$ cat config.mk
export PLATFORM = sky130hd
export DESIGN_NAME = gold_code_gen
export DESIGN_NICKNAME = d
export VERILOG_FILES = /design/src/rtl/gold_pkg.sv /design/src/rtl/gold_chip_nco.sv /design/src/rtl/gold_code_gen.sv
export SDC_FILE = /design/constraint.sdc
export NUM_CORES = 1
export LEC_CHECK = 0
export ABC_AREA = 1
export BUFFER_PORTS_ARGS = -buffer_cell sky130_fd_sc_hd__buf_2
export CORE_AREA = 2 2 118 120
export CTS_CLUSTER_DIAMETER = 30
export CTS_CLUSTER_SIZE = 16
export DETAILED_ROUTE_END_ITERATION = 10
export DIE_AREA = 0 0 120 122
export SYNTH_ARGS = -nofsm -noshare
export SYNTH_HDL_FRONTEND = slang
export SYNTH_SLANG_ARGS = --single-unit
$ cat constraint.sdc
create_clock -name sys_clk -period 2.2 [get_ports sys_clk]
set_input_delay 0.66 -clock sys_clk [delete_from_list [all_inputs] [get_ports sys_clk]]
set_output_delay 0.66 -clock sys_clk [all_outputs]
set_load 0.05 [all_outputs]
$ cat src/rtl/gold_pkg.sv
`default_nettype none
// ============================================================================
// gold_pkg : shared constants and helpers for the GPS C/A Gold code generator
// Revision : 1.0
// ============================================================================
package gold_pkg;

    localparam int unsigned CHIP_LEN  = 1023;
    localparam logic [9:0]  LFSR_SEED = 10'h3FF;

    // Bit n-1 of a mask selects LFSR stage n (stage 1 = bit 0, stage 10 = bit 9).
    localparam logic [9:0]  G1_TAPS   = 10'h204;   // stages 3,10
    localparam logic [9:0]  G2_TAPS   = 10'h3A6;   // stages 2,3,6,8,9,10

    // G2 phase-select pairs, one byte per PRN: high nibble s1, low nibble s2.
    localparam logic [31:0][7:0] PRN_TABLE = {
        8'h49, 8'h38, 8'h27, 8'h16, 8'h8A, 8'h79, 8'h68, 8'h57, 8'h46,
        8'h13, 8'h69, 8'h58, 8'h47, 8'h36, 8'h25, 8'h14,
        8'h9A, 8'h89, 8'h78, 8'h67, 8'h56, 8'h34, 8'h23, 8'h3A,
        8'h29, 8'h18, 8'h2A, 8'h19, 8'h59, 8'h48, 8'h37, 8'h26
    };

    function automatic logic prn_valid(input logic [5:0] prn);
        return (prn >= 6'd1) && (prn <= 6'd32);
    endfunction

    function automatic logic [7:0] prn_taps(input logic [5:0] prn);
        logic [4:0] idx;
        idx = 5'(prn - 6'd1);
        return PRN_TABLE[idx];
    endfunction

    function automatic logic [9:0] lfsr_step(input logic [9:0] s, input logic [9:0] taps);
        return {s[8:0], ^(s & taps)};
    endfunction

    function automatic logic gold_bit(input logic [9:0] g1, input logic [9:0] g2,
                                      input logic [7:0] sel);
        logic [3:0] t1;
        logic [3:0] t2;
        t1 = sel[7:4] - 4'd1;
        t2 = sel[3:0] - 4'd1;
        return g1[9] ^ g2[t1] ^ g2[t2];
    endfunction

endpackage
`default_nettype wire

$ cat src/rtl/gold_chip_nco.sv
`default_nettype none
// ============================================================================
// gold_chip_nco : 32-bit phase accumulator; tick is the carry out while enabled
// Revision      : 1.0
// ============================================================================
module gold_chip_nco #(
    parameter logic [31:0] CHIP_FCW = 32'd3521873
) (
    input  logic sys_clk,
    input  logic reset_n,
    input  logic en,
    output logic tick
);

    logic [31:0] r_acc;
    logic [32:0] w_sum;

    assign w_sum = {1'b0, r_acc} + {1'b0, CHIP_FCW};
    assign tick  = en & w_sum[32];

    always_ff @(posedge sys_clk or negedge reset_n) begin
        if (!reset_n) begin
            r_acc <= '0;
        end else if (en) begin
            r_acc <= w_sum[31:0];
        end
    end

endmodule
`default_nettype wire

$ cat src/rtl/gold_code_gen.sv
`default_nettype none
// ============================================================================
// gold_code_gen : GPS C/A Gold code chip generator paced by a chip-rate NCO.
//                 Define GOLD_DYN_PRN_EN to add prn_sel (applied at code wrap).
// Revision      : 1.0
// ============================================================================
module gold_code_gen #(
    parameter int          PRN      = 1,
    parameter logic [31:0] CHIP_FCW = 32'd3521873
) (
    input  logic       sys_clk,
    input  logic       reset_n,
    input  logic       en,
`ifdef GOLD_DYN_PRN_EN
    input  logic [5:0] prn_sel,
`endif
    output logic       chip,
    output logic       chip_stb,
    output logic       epoch,
    output logic [9:0] chip_idx
);

    import gold_pkg::*;

    logic       w_tick;
    logic       w_wrap;
    logic       w_gold;
    logic [5:0] w_next_prn;
    logic [9:0] r_g1;
    logic [9:0] r_g2;
    logic [9:0] r_idx;
    logic [5:0] r_prn;

    gold_chip_nco #(
        .CHIP_FCW (CHIP_FCW)
    ) u_nco (
        .sys_clk (sys_clk),
        .reset_n (reset_n),
        .en      (en),
        .tick    (w_tick)
    );

    assign w_wrap = (r_idx == 10'(CHIP_LEN - 1));
    assign w_gold = gold_bit(r_g1, r_g2, prn_taps(r_prn));

`ifdef GOLD_DYN_PRN_EN
    assign w_next_prn = prn_valid(prn_sel) ? prn_sel : r_prn;
`else
    assign w_next_prn = r_prn;
`endif

    // The chip presented on a strobe is the one computed from the LFSR state
    // before this tick's shift, so index and chip stay aligned.
    always_ff @(posedge sys_clk or negedge reset_n) begin
        if (!reset_n) begin
            r_g1     <= LFSR_SEED;
            r_g2     <= LFSR_SEED;
            r_idx    <= '0;
            r_prn    <= 6'(PRN);
            chip     <= 1'b0;
            chip_idx <= '0;
            chip_stb <= 1'b0;
            epoch    <= 1'b0;
        end else begin
            chip_stb <= w_tick;
            epoch    <= w_tick & (r_idx == '0);
            if (w_tick) begin
                chip     <= w_gold;
                chip_idx <= r_idx;
                if (w_wrap) begin
                    r_idx <= '0;
                    r_g1  <= LFSR_SEED;
                    r_g2  <= LFSR_SEED;
                    r_prn <= w_next_prn;
                end else begin
                    r_idx <= r_idx + 10'd1;
                    r_g1  <= lfsr_step(r_g1, G1_TAPS);
                    r_g2  <= lfsr_step(r_g2, G2_TAPS);
                end
            end
        end
    end

endmodule
`default_nettype wire

==> results of run 1 <==
==> cells in the final DEF (no fill, tap or decap), types with 7 or more instances in the layout <==
cell type,Yosys,layout
nor2_1,48,48
nand3_1,56,56
dfrtp_1,55,55
xor2_1,19,19
nand2_2,12,12
inv_1,81,81
clkbuf_16,0,9
o21ai_0,15,15
o21ai_2,10,10
nand2_1,242,242
a21oi_1,12,12
inv_2,7,7
buf_2,2,14
dfstp_2,20,20
buf_4,2,10
==> cell usage after synthesis (all sizes together) <==
| cell | instances | area share [%] |
|---|---|---|
| nand2 | 255 | 22 |
| inv | 88 | 7.2 |
| nand3 | 59 | 7.0 |
| nor2 | 56 | 5.3 |
| dfrtp | 55 | 30 |
| o21ai | 29 | 4.0 |
| dfstp | 20 | 12 |
| xor2 | 19 | 3.6 |
| buf | 13 | 2.3 |
| a21oi | 12 | 1.3 |
| nand4 | 6 | 0.82 |
| nor3 | 5 | 0.55 |
| clkbuf | 4 | 0.36 |
| ha | 4 | 1.1 |
| nand3b | 4 | 0.66 |
| xnor2 | 3 | 0.58 |
| clkinv | 2 | 0.27 |
| nor4 | 2 | 0.60 |
| a21o | 1 | 0.16 |
| and2 | 1 | 0.14 |
| nor2b | 1 | 0.14 |
| o21bai | 1 | 0.16 |
| or2 | 1 | 0.14 |
==> metrics by stage <==
step	power, mW	worst slack, ns	hold slack, ns
after floorplan	3.139	0.5260	0.3644
after CTS	5.201	0.1626	0.2660
after global routing	5.569	0.01305	0.2790
after detailed placement	3.586	0.1431	0.4585
after global placement	3.583	0.1745	0.4556
final	5.151	0.2196	0.2609
==> path summary, 6_finish.rpt <==
check	from	to	cells past startpoint
worst max-delay path	u_nco.r_acc[0]	r_g2[3]	11
worst min-delay path	reset_n	chip_idx[4]	1
worst max register to register	u_nco.r_acc[0]	r_g2[3]	11
worst min register to register	r_g1[0]	r_g1[0]	2
max in group asynchronous	reset_n	r_g1[5]	2
min in group sys_clk	r_g1[0]	r_g1[0]	2
==> layout make-up <==
type                    count  area, um^2
repair buffers             25       165.2
well taps                 180       225.2
clock inverters             4       75.07
flip-flops and latches     75        1902
fillers                  1423        8354
clock buffers              12       236.5
inverters                  90       345.3
multi-input cells         459        2201
==> cell families after synthesis <==
family / share of synthesized area, %
AOI/OAI and AO/OA: 5.645
DFF: 41.66
adders and majority gates: 1.096
and+or+nand+nor: 37.24
buffers and inverters: 10.14
xor gates and xnor gates: 4.220
==> power breakdown <==
| part | switching (mW) | total (mW) | internal [mW] |
|---|---|---|---|
| clock network | 0.586 | 1.58 | 0.994 |
| registers | 0.316 | 1.96 | 1.65 |
| logic | 1.08 | 1.61 | 0.529 |
==> timing repair <==
item / in CTS / in global routing
setup buffers: 0 / 0
endpoints found under the setup margin: 0 / 5
gates resized for setup: 0 / 1
==> layer usage <==
layer	track usage (%)	share of wire, %	vias to the layer above
li1	-	-	2008
met2	23.12	44	60
met5	0	0	-
met4	5.221	2.2	0
met1	18.82	50	1680
met3	5.056	4.6	15
==> critical path: cells and delay by family, from the launching register on <==
kind	cells	cell delay [ns]
simple gates	8	0.92
flops	1	0.39
buf+inv	2	0.33
fa+ha+maj	1	0.25
==> registers in the layout, summed over array words and instances, names as in the netlist <==
| register | flops |
|---|---|
| r_idx | 10 |
| r_g1 | 10 |
| u_nco.r_acc | 32 |
| epoch | 1 |
| chip_stb | 1 |
| r_g2 | 10 |
| chip_idx | 10 |
| chip | 1 |
==> results.py, run 1 <==
metrics = {
    "logic_synthesis": {
        "syn_inst": 641,
        "ys_types": 38,
        "ys_seq_elements": 75,
        "netlist_area_mm2": 0.004566,
        "syn-num-nets": 648,
        "yosysSeqAreaShare_pct": 41.66,
        "yosysWarningCount": 0,
        "syn_area_per_cell_um2": 7.123,
    },
    "detailed_routing": {
        "viasPerCell": 4.453,
        "dr_total_vias": 3763,
        "drcViolationCount": 0,
        "dr.pass1.iters": 5,
        "wl_per_cell_um": 11.32,
        "drt-initial-drc-count": 218,
        "postRouteWirelength_um": 9568,
        "antenna_left": 0,
    },
    "critical_path": {
        "critPathCaptureType": "flop",
        "slowest_stage": "dfrtp_1",
        "critPathKind": "reg -> reg",
        "slowest_delay_ns": 0.39,
        "path_cells": "ha_1, inv_1, nor2_2, nand3_1, nand2_1, nand3_2, nand3_4, nand2_8, buf_4, nand2_1, nand2_1",
        "cp-start-kind": "flop",
        "cp.arrival_ns": 2.26,
        "critical_path_required_ns": 2.48,
        "cpMostUsedCell": "nand2_1",
        "crit_fanout": 44,
        "ff2ff_setup_slack_ns": 0.22,
    },
    "place": {
        "dp.final_hpwl_um": 6817,
        "dp.cells": 829,
        "gp_congestion": 0.8844,
        "dpl_cell_area_mm2": 0.004836,
        "io_buffers": 15,
    },
    "final_layout": {
        "synthToLayoutAreaGrowth_pct": 12.80,
        "diodes": 0,
        "drive_gt1_share_pct": 15.34,
        "fin_util_pct": 38.14,
        "design_area_mm2": 0.005150,
        "nNetsFinal": 667,
        "layoutNonFillerInstCount": 845,
    },
    "die": {
        "dieArea_mm2": 0.01464,
        "start_util_pct": 33.81,
        "die_w_um": 120,
        "die_y_um": 122,
        "io_pins": 16,
        "fp-row-count": 43,
        "core_mm2": 0.01350,
    },
    "timing": {
        "skew_ns": 0.009086,
        "slew-limit-headroom_pct": 69.54,
        "worst_pin_slew_ns": 0.4569,
        "rsz0062_at_grt": "false",
        "fin_crit_ns": 1.980,
        "finalSetupViolations": 0,
        "tns_ns": 0,
        "final-hold-violation-count": 0,
        "post-route-period-util_pct": 90.02,
        "slew_violations": 0,
        "max_freq_ghz": 0.5049,
    },
    "global_routing": {
        "gr-usage-all-layers_pct": 14.71,
        "antenna_found_initial": 0,
        "grt_pass1_wl_um": 17050,
        "grt_pass1_vias": 3683,
        "gr-total-overflow": 0,
        "grt_max_degree": 45,
    },
    "status": {
        "status": "finished, final reports clean",
    },
    "cts": {
        "cts.htree.levels": 3,
        "clk_path_buf_depth": 2,
        "cts_buffers": 9,
        "cts_tree": "done",
        "clock_sinks": 75,
        "clock_latency_ns": 0.35,
        "cts-root-buf": "clkbuf_16",
        "clk_pin_slew_ns": 0.06,
        "cts_hold_buf": 0,
    },
    "power_and_ir_drop": {
        "p_leak_nw": 2.673,
        "vdd_drop_max_mv": 0.4997,
        "power_density_mw_per_mm2": 1000,
    },
    "job": {
        "max-cap-violations": 0,
    },
    "worst_hold_path": {
        "hold_path_class": "in -> async",
    },
}
(Power assumes the default switching activity.)
==> run 2, diff against run 1 <==
- clock period: 2.2 -> 1.7 ns (I/O delays scaled with it)
==> run 2 against run 1 <==
Net effect: non-clock buffer count grew 36; flip-flop and latch count is the same; largest cell class unchanged; core utilization grew 4.2 points; register-to-register slack lost 0.17 ns; highest routed layer unchanged; maximum frequency grew 20%; critical endpoint is now chip_idx[2]; worst hold slack lost 0.077 ns.
==> results.py, run 2 (synthesis results as in run 1) <==
metrics = {
    "critical_path": {
        "slowest_delay_ns": 0.42,
        "cpLargestDelayFamily": "simple AND/OR/NAND/NOR gates",
        "reg2reg_to": "chip_idx[2]",
        "cp.depth": 9,
        "ff2ff_setup_slack_ns": 0.05,
        "critPathCaptureType": "flop",
        "reg2reg_depth": 9,
        "path_cells": "nor2_2, nand3_2, nand2_2, nand3_2, nand3_4, nand2_8, clkbuf_16, nand2_2, o21ai_2",
        "critical_path_required_ns": 1.93,
        "reg2reg_from": "u_nco.r_acc[4]",
        "cp-start-kind": "flop",
        "endpoint": "chip_idx[2]",
        "cp-startpoint": "u_nco.r_acc[4]",
        "cp.arrival_ns": 1.88,
        "critPathKind": "reg -> reg",
        "cp_num_buf_inv": 1,
        "crit_fanout": 6,
        "slowest_stage": "dfrtp_1",
    },
    "final_layout": {
        "diodes": 0,
        "layout_common_cells": "nand2_1 (217), inv_1 (77), nand3_1 (53), dfrtp_1 (49), nor2_1 (42)",
        "drive_gt1_share_pct": 27.21,
        "synthToLayoutAreaGrowth_pct": 25.27,
        "regMostFlops": "u_nco.r_acc",
        "nNetsFinal": 704,
        "largest_reg_flops": 32,
        "final_common_cell": "nand2_1",
        "fin_util_pct": 42.35,
    },
    "die": {
        "dieArea_mm2": 0.01464,
        "io_pins": 16,
        "die_y_um": 122,
        "start_util_pct": 33.81,
        "die_w_um": 120,
        "core_mm2": 0.01350,
        "fp-row-count": 43,
    },
    "global_routing": {
        "antenna_found_initial": 0,
        "grt_pass1_vias": 3760,
        "grt_max_degree": 76,
        "gr-usage-all-layers_pct": 14.75,
        "grt_pass1_wl_um": 17280,
        "gr-total-overflow": 0,
    },
    "power_and_ir_drop": {
        "power_density_mw_per_mm2": 1254,
        "p_leak_nw": 2.930,
        "vdd_drop_max_mv": 0.9588,
    },
    "cts": {
        "clk_pin_slew_ns": 0.06,
        "cts.htree.levels": 3,
        "cts-root-buf": "clkbuf_16",
        "cts_buffers": 9,
        "cts_hold_buf": 0,
        "clock_latency_ns": 0.35,
        "clk_path_buf_depth": 2,
        "clock_sinks": 75,
        "cts_tree": "done",
    },
    "timing": {
        "max_freq_ghz": 0.6075,
        "slew-limit-headroom_pct": 73.13,
        "slew_violations": 0,
        "tns_ns": 0,
        "fin_crit_ns": 1.646,
        "skew_ns": 0.01063,
        "finalSetupViolations": 0,
        "worst_pin_slew_ns": 0.4030,
        "rsz0062_at_grt": "true",
        "post-route-period-util_pct": 96.83,
        "final-hold-violation-count": 0,
    },
    "place": {
        "gp_congestion": 0.8462,
        "dp.final_hpwl_um": 7037,
        "io_buffers": 15,
    },
    "detailed_routing": {
        "drt-initial-drc-count": 285,
        "dr.pass1.iters": 4,
        "dr_total_vias": 4024,
        "viasPerCell": 4.562,
        "drcViolationCount": 0,
        "postRouteWirelength_um": 10230,
        "wl_per_cell_um": 11.60,
        "antenna_left": 0,
    },
    "job": {
        "max-cap-violations": 0,
    },
    "status": {
        "status": "finished, final reports clean",
    },
    "worst_hold_path": {
        "hold_path_class": "in -> async",
    },
}
## run 2: how the worst min path moves through the flow
stage | depth (start not counted) | startpoint | end | slack (ns)
final | 2 | reset_n | chip_idx[3] | 0.18
after global placement | 2 | r_g1[8] | r_g1[8] | 0.46
after detailed placement | 2 | r_g1[3] | r_g1[3] | 0.46
after global routing | 2 | reset_n | chip_idx[9] | 0.21
after floorplan | 0 | reset_n | chip | 0.21
after CTS | 2 | reset_n | chip_idx[5] | 0.19
## run 2: per-layer routing
layer	GRT usage, %	routed length [um]	up-vias
li1	-	-	2084
met1	18.92	4903	1880
met2	24.22	4821	50
met3	4.354	367	10
met4	4.118	138	0
met5	0	0	-
## run 2: area by class of cell
type                    count  area (um^2)
fillers                  1377         7785
multi-input cells         460         2372
flip-flops and latches     75         1909
repair buffers             61        569.3
inverters                  90        345.3
clock buffers              12        266.5
well taps                 180        225.2
clock inverters             4        31.28
## run 2: report_power, final
part           leakage, nW  internal (mW)  total (mW)  switching (mW)
combinational         1.92           1.08        2.73            1.65
sequential           0.860           2.14        2.55           0.403
clock                0.150           1.12        1.90           0.780
total                 2.93           4.34        7.17            2.83
## run 2: through the flow
step                      cells  instance area, um^2  hold slack [ns]  setup WS (ns)  total power [mW]
final                       882                 5719           0.1836        0.05393             7.175
after global routing        882                 5719           0.2073       -0.05746             7.728
after CTS                   870                 5359           0.1925        0.03906             6.862
after detailed placement    854                 5061           0.4581       0.009922             4.927
after global placement      854                 5061           0.4557        0.02761             4.923
after floorplan             641                 4566           0.2144        0.09258             4.062
## run 2: timing repair
item,4_1_cts,5_1_grt
gates resized for setup,0,66
buffers inserted,0,6
setup endpoints to repair,0,56
endpoints found under the hold margin,0,0
==> run 3, diff against run 2 <==
- SLEW_MARGIN: not set -> 10
- clock period: 1.7 -> 1.6 ns (I/O delays scaled with it)
==> run 3 against run 2 <==
Net effect: the flow now finishes with violations (negative setup slack); first-iteration DRC count shrank 26%; worst hold slack lost 0.15 ns; largest cell class unchanged; highest routed layer unchanged; setup slack lost 0.082 ns; via count grew 3.5%; critical path depth grew 2; final area grew 6.1%; sequential power grew 3%; die area is the same; clock power grew 4%; count of clock-buffer cells in the layout shrank 3.
==> results.py, run 3 (synthesis results as in run 1) <==
metrics = {
    "detailed_routing": {
        "dr.pass1.iters": 4,
        "antenna_left": 0,
        "drt-initial-drc-count": 211,
        "postRouteWirelength_um": 11070,
        "wl_per_cell_um": 12.10,
        "dr_total_vias": 4164,
        "viasPerCell": 4.551,
        "drcViolationCount": 0,
    },
    "cts": {
        "cts_buffers": 9,
        "clock_sinks": 75,
        "cts-root-buf": "clkbuf_16",
        "cts.htree.levels": 3,
        "cts_tree": "done",
        "clock_latency_ns": 0.35,
        "clk_pin_slew_ns": 0.07,
        "cts_hold_buf": 0,
        "clk_path_buf_depth": 2,
    },
    "critical_path": {
        "critical_path_required_ns": 1.84,
        "crit_fanout": 6,
        "reg2reg_depth": 11,
        "reg2reg_from": "u_nco.r_acc[0]",
        "reg2reg_to": "chip_idx[2]",
        "critPathKind": "reg -> reg",
        "critPathCaptureType": "flop",
        "cp-start-kind": "flop",
        "cp.arrival_ns": 1.87,
        "cp-startpoint": "u_nco.r_acc[0]",
        "endpoint": "chip_idx[2]",
        "ff2ff_setup_slack_ns": -0.03,
    },
    "die": {
        "start_util_pct": 33.81,
        "dieArea_mm2": 0.01464,
        "io_pins": 16,
        "die_w_um": 120,
        "core_mm2": 0.01350,
        "die_y_um": 122,
        "fp-row-count": 43,
    },
    "final_layout": {
        "regMostFlops": "u_nco.r_acc",
        "layout_common_cells": "nand2_1 (198), inv_1 (78), buf_4 (64), nand3_1 (51), dfrtp_1 (50)",
        "largest_reg_flops": 32,
        "drive_gt1_share_pct": 34.69,
        "nNetsFinal": 737,
        "synthToLayoutAreaGrowth_pct": 32.97,
        "final_common_cell": "nand2_1",
        "diodes": 0,
        "fin_util_pct": 44.96,
        "layoutNonFillerInstCount": 915,
    },
    "worst_hold_path": {
        "hold_path_class": "in -> async",
    },
    "timing": {
        "post-route-period-util_pct": 101.8,
        "worst_pin_slew_ns": 0.4294,
        "finalSetupViolations": 13,
        "max_freq_ghz": 0.6142,
        "skew_ns": 0.006817,
        "slew_violations": 0,
        "worst_slack_ns": -0.02813,
        "slew-limit-headroom_pct": 71.11,
        "fin_crit_ns": 1.628,
        "final-hold-violation-count": 0,
        "rsz0062_at_grt": "true",
    },
    "global_routing": {
        "gr-total-overflow": 0,
        "grt_pass1_vias": 3917,
        "grt_pass1_wl_um": 18490,
        "grt_max_degree": 35,
        "gr-usage-all-layers_pct": 15.96,
        "antenna_found_initial": 0,
    },
    "place": {
        "io_buffers": 15,
        "dp.cells": 886,
        "dp.final_hpwl_um": 7708,
        "gp_congestion": 0.8639,
    },
    "power_and_ir_drop": {
        "p_int_mw": 4.986,
        "vdd_drop_max_mv": 0.7752,
        "p_comb_share_pct": 44.3,
        "seqPwrFrac_pct": 31.8,
        "power_density_mw_per_mm2": 1362,
        "swShare_pct": 39.72,
        "power.net_switching_mw": 3.285,
        "pwr-share-clk_pct": 24.0,
        "p_leak_nw": 3.094,
    },
    "status": {
        "violations": "negative setup slack",
        "status": "complete, but fails checks",
    },
    "job": {
        "max-cap-violations": 0,
    },
}
-- run 3: cell count changes in the layout (fill, tap and decap cells not counted), moves of 3 or more --
cell / change
buf_4: +30
nand2_1: -19
nand2_2: +14
nor2_2: +7
nor2_1: -6
nand2_4: +5
buf_6: +4
a21oi_1: -3
a21oi_2: +3
clkbuf_8: -3
o21ai_0: -3
-- run 3: area by class of cell --
class                           instances  area (um^2)
Clock buffer                            9        225.2
Inverter                               90        350.3
Timing Repair Buffer                   94        819.5
Clock inverter                          7        55.05
Multi-Input combinational cell        460         2487
Tap cell                              180        225.2
Fill cell                            1359         7433
Sequential cell                        75         1908
-- run 3: metal layers --
metal / vias up / part of all wire [%] / global-route usage (%)
met5: - / 0 / 0
met2: 64 / 49 / 26.70
li1: 2156 / - / -
met4: 0 / 1.6 / 5.294
met3: 13 / 3.3 / 3.699
met1: 1931 / 46 / 20.36
-- run 3: worst min-delay path by stage --
stage / slack, ns / startpoint / endpoint
2_1_floorplan: 0.18 / reset_n / chip
3_3_place_gp: 0.41 / reset_n / chip_idx[5]
3_5_place_dp: 0.42 / reset_n / chip_idx[5]
4_1_cts: 0.04 / reset_n / chip_idx[5]
5_1_grt: 0.05 / reset_n / chip
6_report: 0.04 / reset_n / r_idx[2]
-- run 3: stage by stage --
stage / hold slack [ns] / power [mW] / setup WS, ns / area [um^2] / setup TNS (ns)
3_3_place_gp: 0.4114 / 5.755 / -0.04748 / 5316 / -0.4084
3_5_place_dp: 0.4161 / 5.770 / -0.05339 / 5316 / -0.7627
5_1_grt: 0.05358 / 8.913 / -0.1747 / 6071 / -6.184
4_1_cts: 0.04051 / 7.897 / -0.01387 / 5648 / -0.02198
2_1_floorplan: 0.1844 / 4.321 / 0.008627 / 4568 / 0
6_report: 0.03500 / 8.271 / -0.02813 / 6071 / -0.1513
-- run 3: worst max-delay path, stage by stage (launching register included) --
cell and delay (ns):
dfrtp_1 0.37, ha_2 0.20, inv_2 0.04, nor2_4 0.09, nand3_2 0.07, nand2_2 0.09, nand3_2 0.08, nand3_4 0.18
nand2_8 0.11, clkbuf_16 0.17, nand2_2 0.06, o21ai_2 0.05
-- run 3: power groups by stage --
stage | Clock [mW] | Combinational (mW) | Sequential, mW
after floorplan | 0 | 1.71 | 2.61
after global placement | 0 | 3.15 | 2.60
after detailed placement | 0 | 3.17 | 2.60
after CTS | 2.04 | 3.27 | 2.59
after global routing | 2.12 | 4.11 | 2.68
final | 1.98 | 3.66 | 2.63
-- run 3: repair_timing --
item | CTS | global route
setup buffers | 1 | 8
setup endpoints to repair | 31 | 64
pin swaps | 3 | 25
cloned | 0 | 5
resized for setup | 14 | 92
